`config.mk`:
```
export PLATFORM = sky130hd
export DESIGN_NAME = rf_wb_scheduler
export DESIGN_NICKNAME = d
export VERILOG_FILES = /design/src/rtl/rf_wb_scheduler.sv
export SDC_FILE = /design/constraint.sdc
export NUM_CORES = 1
export LEC_CHECK = 0
export ABC_AREA = 1
export CORE_ASPECT_RATIO = 1.5
export CORE_MARGIN = 3
export CORE_UTILIZATION = 25
export CTS_CLUSTER_SIZE = 16
export DETAILED_ROUTE_END_ITERATION = 8
export SETUP_SLACK_MARGIN = 0.3
export SYNTH_ARGS = -nofsm -noshare
export SYNTH_HDL_FRONTEND = slang
export SYNTH_SLANG_ARGS = --single-unit
```
`constraint.sdc`:
```
create_clock -name clk -period 2.4 [get_ports clk]
set_input_delay 0.24 -clock clk [delete_from_list [all_inputs] [get_ports clk]]
set_output_delay 0.24 -clock clk [all_outputs]
set_load 0.01 [all_outputs]
```
`src/rtl/rf_wb_scheduler.sv`:
```
`default_nettype none
// +---------------------------------------------------------------------------+
// | rf_wb_scheduler: regfile write-port arbiter (ALU over LSU, with LSU        |
// | starvation relief) and per-register pending-write scoreboard.             |
// | Revision: 1.0                                                             |
// +---------------------------------------------------------------------------+
module rf_wb_scheduler #(
  parameter int XLEN       = 64,
  parameter int STARVE_MAX = 4
) (
  input  logic            clk,
  input  logic            rst_n,
  input  logic            id_valid,
  input  logic [4:0]      id_rs1,
  input  logic [4:0]      id_rs2,
  input  logic            id_rs1_en,
  input  logic            id_rs2_en,
  input  logic [4:0]      id_rd,
  input  logic            id_rd_en,
  input  logic            id_long,
  output logic            id_ready,
  input  logic            alu_valid,
  input  logic [4:0]      alu_rd,
  input  logic [XLEN-1:0] alu_data,
  input  logic            lsu_valid,
  input  logic [4:0]      lsu_rd,
  input  logic [XLEN-1:0] lsu_data,
  output logic            lsu_ready,
  output logic            rf_we,
  output logic [4:0]      rf_waddr,
  output logic [XLEN-1:0] rf_wdata,
  output logic [31:0]     busy,
  output logic            err
);

  localparam logic [3:0] c_STARVE_MAX = 4'(STARVE_MAX);

  logic            r_rf_we;
  logic [4:0]      r_rf_waddr;
  logic [XLEN-1:0] r_rf_wdata;
  logic [31:0]     r_busy;
  logic [3:0]      r_starve;
  logic            r_err;

  logic            w_alu_occ;
  logic            w_lsu_grant;
  logic            w_lsu_wr;
  logic            w_wr_en;
  logic [4:0]      w_wr_addr;
  logic [XLEN-1:0] w_wr_data;
  logic            w_err_set;
  logic [31:0]     w_clr_mask;
  logic [31:0]     w_set_mask;
  logic [31:0]     w_eb;
  logic            w_hazard;
  logic            w_hold;
  logic            w_issue;

  // Arbitration: an occupied ALU slot always wins; an x0 ALU beat leaves the port free.
  assign w_alu_occ   = alu_valid & (alu_rd != 5'd0);
  assign lsu_ready   = ~w_alu_occ;
  assign w_lsu_grant = lsu_valid & ~w_alu_occ;
  assign w_lsu_wr    = w_lsu_grant & (lsu_rd != 5'd0);

  always_comb begin
    w_wr_en   = 1'b0;
    w_wr_addr = alu_rd;
    w_wr_data = alu_data;
    w_err_set = 1'b0;
    if (w_alu_occ) begin
      w_wr_en   = 1'b1;
      w_err_set = ~r_busy[alu_rd];
    end else if (w_lsu_wr) begin
      w_wr_en   = 1'b1;
      w_wr_addr = lsu_rd;
      w_wr_data = lsu_data;
      w_err_set = ~r_busy[lsu_rd];
    end
  end

  // The register being written this cycle is visible through the regfile bypass.
  always_comb begin
    w_clr_mask = '0;
    if (r_rf_we) w_clr_mask[r_rf_waddr] = 1'b1;
  end

  assign w_eb     = r_busy & ~w_clr_mask;
  assign w_hazard = (id_rs1_en & w_eb[id_rs1]) |
                    (id_rs2_en & w_eb[id_rs2]) |
                    (id_rd_en  & w_eb[id_rd]);
  assign w_hold   = (r_starve == c_STARVE_MAX);
  assign id_ready = ~w_hazard & ~(w_hold & id_rd_en & ~id_long);
  assign w_issue  = id_valid & id_ready;

  always_comb begin
    w_set_mask = '0;
    if (w_issue & id_rd_en & (id_rd != 5'd0)) w_set_mask[id_rd] = 1'b1;
  end

  always_ff @(posedge clk) begin
    if (!rst_n) begin
      r_rf_we    <= 1'b0;
      r_rf_waddr <= 5'd0;
      r_rf_wdata <= '0;
    end else begin
      r_rf_we <= w_wr_en;
      if (w_wr_en) begin
        r_rf_waddr <= w_wr_addr;
        r_rf_wdata <= w_wr_data;
      end
    end
  end

  // Set is applied after clear so a same-cycle reissue keeps the bit.
  always_ff @(posedge clk) begin
    if (!rst_n) begin
      r_busy <= '0;
    end else begin
      r_busy <= ((r_busy & ~w_clr_mask) | w_set_mask) & 32'hFFFF_FFFE;
    end
  end

  always_ff @(posedge clk) begin
    if (!rst_n) begin
      r_starve <= 4'd0;
    end else if (!lsu_valid || w_lsu_grant) begin
      r_starve <= 4'd0;
    end else if (r_starve != c_STARVE_MAX) begin
      r_starve <= r_starve + 4'd1;
    end
  end

  always_ff @(posedge clk) begin
    if (!rst_n) begin
      r_err <= 1'b0;
    end else if (w_err_set) begin
      r_err <= 1'b1;
    end
  end

  assign rf_we    = r_rf_we;
  assign rf_waddr = r_rf_waddr;
  assign rf_wdata = r_rf_wdata;
  assign busy     = r_busy;
  assign err      = r_err;

endmodule
`default_nettype wire

```
==> flow_summary.toml <==
[logic_synthesis]
yosys-top-cells-area = "dfxtp_1 (34%), nand2_1 (21%), nand3_1 (9.9%), a31oi_1 (7.1%), a21oi_1 (5.3%)"
netlist_top_cells_count = "nand2_1 (343), nand3_1 (123), dfxtp_1 (106)"
yosysMostFrequentCell = "nand2_1"
synthArstFlopShare_pct = 0
synth_xor_area_share_pct = 0.141
synth_warnings = 0
ys_seq_area_share_pct = 34.3
synth_top_family_by_area = "simple AND/OR/NAND/NOR gates"
ys_seq_elements = 106
syn_area_um2 = 6190
synth_edf_count = 0
syn_nets = 1157
synth_top_area_share_pct = 34.3
synth_simple_gate_area_share_pct = 39.6
avgSynthCellArea_um2 = 6.24
synth_compound_area_share_pct = 17.8
synth_top_cell_by_area = "dfxtp_1"
synth.distinct_cells = 33
synth-adder-area-share_pct = 0.404
syn_inst = 993
synthMuxAreaShare_pct = 0
synth_flop_cell = "dfxtp_1"

[layout]
diodes = 0
nFillCells = 2501
fin_area_um2 = 10700
instances_no_fill = 1643
nets = 1483
area_growth_pct = 72.8
post-route-util_pct = 44.6
drive_gt1_share_pct = 16.6

[sta]
hold_viol = 0
fin_crit_sh_pct = 103
period_needed_ps = 2460
rsz0062_at_grt = "true"
whs_ps = 446
setup_tns_ps = -64.5
worst-slew-pin-transition_ps = 526
setup_violations = 1
slew_viol_final = 0
layout_setup_ws_ps = -64.5
slew_headroom_pct = 64.9
fmaxAchievable_ghz = 0.406
fin_skew_ps = 7.27

[die]
die_x_um = 135
core_um2 = 24000
io_pins = 267
initial_core_util_pct = 25.8
rows = 69
fp.dieArea_um2 = 26700
die_y_um = 199

[route]
m1WireLength_mm = 11.3
drtIter0Drc = 604
wl_per_cell_um = 18.7
vias = 8380
met2_length_mm = 15.6
via_per_inst = 5.10
maxUsedRoutingLayer = "met4"
postRouteAntennaNets = 0
drc = 0
route.met3.wl_mm = 2.25
wl_mm = 30.6
first_pass_iters = 5

[critical_path]
cp-end-kind = "output pin"
crit_arrival_ps = 2220
critPathKind = "reg2out"
cp_top_family = "simple AND/OR/NAND/NOR gates"
cpMostUsedCell = "nand3_1"
required_ps = 2160
crit_buf_inv = 3
worstPathMaxFanout = 7
start_kind = "register"
path_cells = "buf_6, nand2_2, nor2_4, buf_12, nand2_8, nand3_1, nand3_1, nand3_1, nand3_1, nand3_2, nand2_4, a21oi_4, and2_4, buf_6"
cpPeakStageDelay_ps = 370
cpMaxStageDelayCell = "dfxtp_4"

[cts]
clock_latency_ps = 360
cts_max_level = 3
cts_buffers = 9
postCtsHoldBufs = 0
cts_tree = "done"
cts_max_path_buffers = 2
cts.sinks = 106
cts_root_buf = "clkbuf_16"
clk_pin_slew_ps = 70

[power_and_ir_drop]
clkPwrFrac_pct = 31.9
pwr-share-seq_pct = 39.8
vdd_drop_max_uv = 402
internal-power_mw = 3.36
power.density_nw_per_um2 = 448
switching_power_mw = 1.43
switching_share_pct = 29.8
pwr-share-comb_pct = 28.3
p_leak_nw = 4.05

[placement]
finalWeightedCongestion = 1.03
port_buffers = 265
place_hpwl_mm = 23.0
place_inst = 1611
place_area_um2 = 9760

[grt]
grt_pass1_wl_mm = 45.2
grt_pass1_vias = 8073
grt_usage_pct = 21.8
gr-total-overflow = 0
antenna_found_initial = 0
grt_max_degree = 47

[worst_hold_path]
hold_path_class = "in2reg"

[status]
outcome = "finished with violations"
violations = "setup timing"

[flow_run]
max_cap_viol_count = 0
-- metal layers --
layer	vias up	global-route usage, %
met3	88	5.19
met5	-	0
met1	3854	23.9
met2	405	39.1
li1	4033	-
met4	0	11.3
-- through the flow --
stage	power, mW	setup WS, ps
after CTS	4.77	-83.4
after detailed placement	3.14	-278
final	4.79	-64.5
after global placement	3.15	-259
after floorplan	2.44	310
after global routing	4.99	-143
-- cells in the final DEF, fill, tap and decap left out, types with 4 or more instances in the layout --
cell and count:
nand2_1 287, clkdlybuf4s50_1 264, nand3_1 120, dfxtp_1 100
buf_4 85, a31oi_1 70, a21oi_1 61, nor2_1 59
inv_1 46, nand2_2 43, nand4_1 32, o21ai_0 30
nand2_4 14, buf_12 13, nor2_4 12, o211ai_1 11
clkbuf_16 10, o21ai_1 6, inv_2 5, buf_6 5
clkinv_2 4, a21oi_2 4
-- cells by family (layout without fill, tap and decap cells) --
kind of cell,Yosys count,after routing
AO/OA/AOI/OAI,191,191
XOR/XNOR,1,1
adder cells (fa/ha/maj),2,2
buffers and inverters,114,445
flip-flops,106,106
other,1,1
AND/OR/NAND/NOR,578,578
-- worst reg2reg max path, delay by kind of cell, from the launching register on --
kind	cells	cell delay, ps
AOI/OAI and AO/OA	2	290
buffers and inverters	4	590
DFF	1	370
and+or+nand+nor	10	970
-- layout make-up --
class	count	area (µm²)	share of cell area, %
clock buffers	11	233	2.18
repair inverters	1	7.51	0.0702
inverters	56	220	2.06
flip-flops and latches	106	2140	20.0
clock inverters	5	53.8	0.503
multi-input cells	773	3930	36.7
repair buffers	372	3720	34.8
well taps	319	399	3.73
-- state kept, by name, indices dropped and copies added (netlist names) --
| register | cells |
|---|---|
| rf_wdata | 64 |
| busy | 31 |
| rf_waddr | 5 |
| r_starve | 4 |
| err | 1 |
| rf_we | 1 |
-- power by group through the flow --
stage          combinational, mW  sequential, mW  clock, mW
4_1_cts                     1.29            1.91       1.57
2_1_floorplan              0.454            1.99          0
5_1_grt                     1.45            1.92       1.63
6_report                    1.35            1.91       1.53
3_3_place_gp                1.21            1.94          0
3_5_place_dp                1.20            1.94          0
-- final timing paths --
| path | from | endpoint | slack (ps) | depth (start not counted) |
|---|---|---|---|---|
| setup / recovery | rf_we | id_ready | -60 | 14 |
| hold reg to reg | rf_wdata[40] | rf_wdata[40] | 480 | 2 |
| setup reg to reg | rf_we | busy[5] | 90 | 16 |
| hold / removal | lsu_data[8] | rf_wdata[8] | 450 | 3 |
-- repair_timing --
item	4_1_cts	5_1_grt
pin swaps	14	24
cloned	3	2
resized for setup	71	68
setup endpoints to repair	32	33
setup buffers	7	4
No activity file was read; power rests on OpenSTA's default activity.
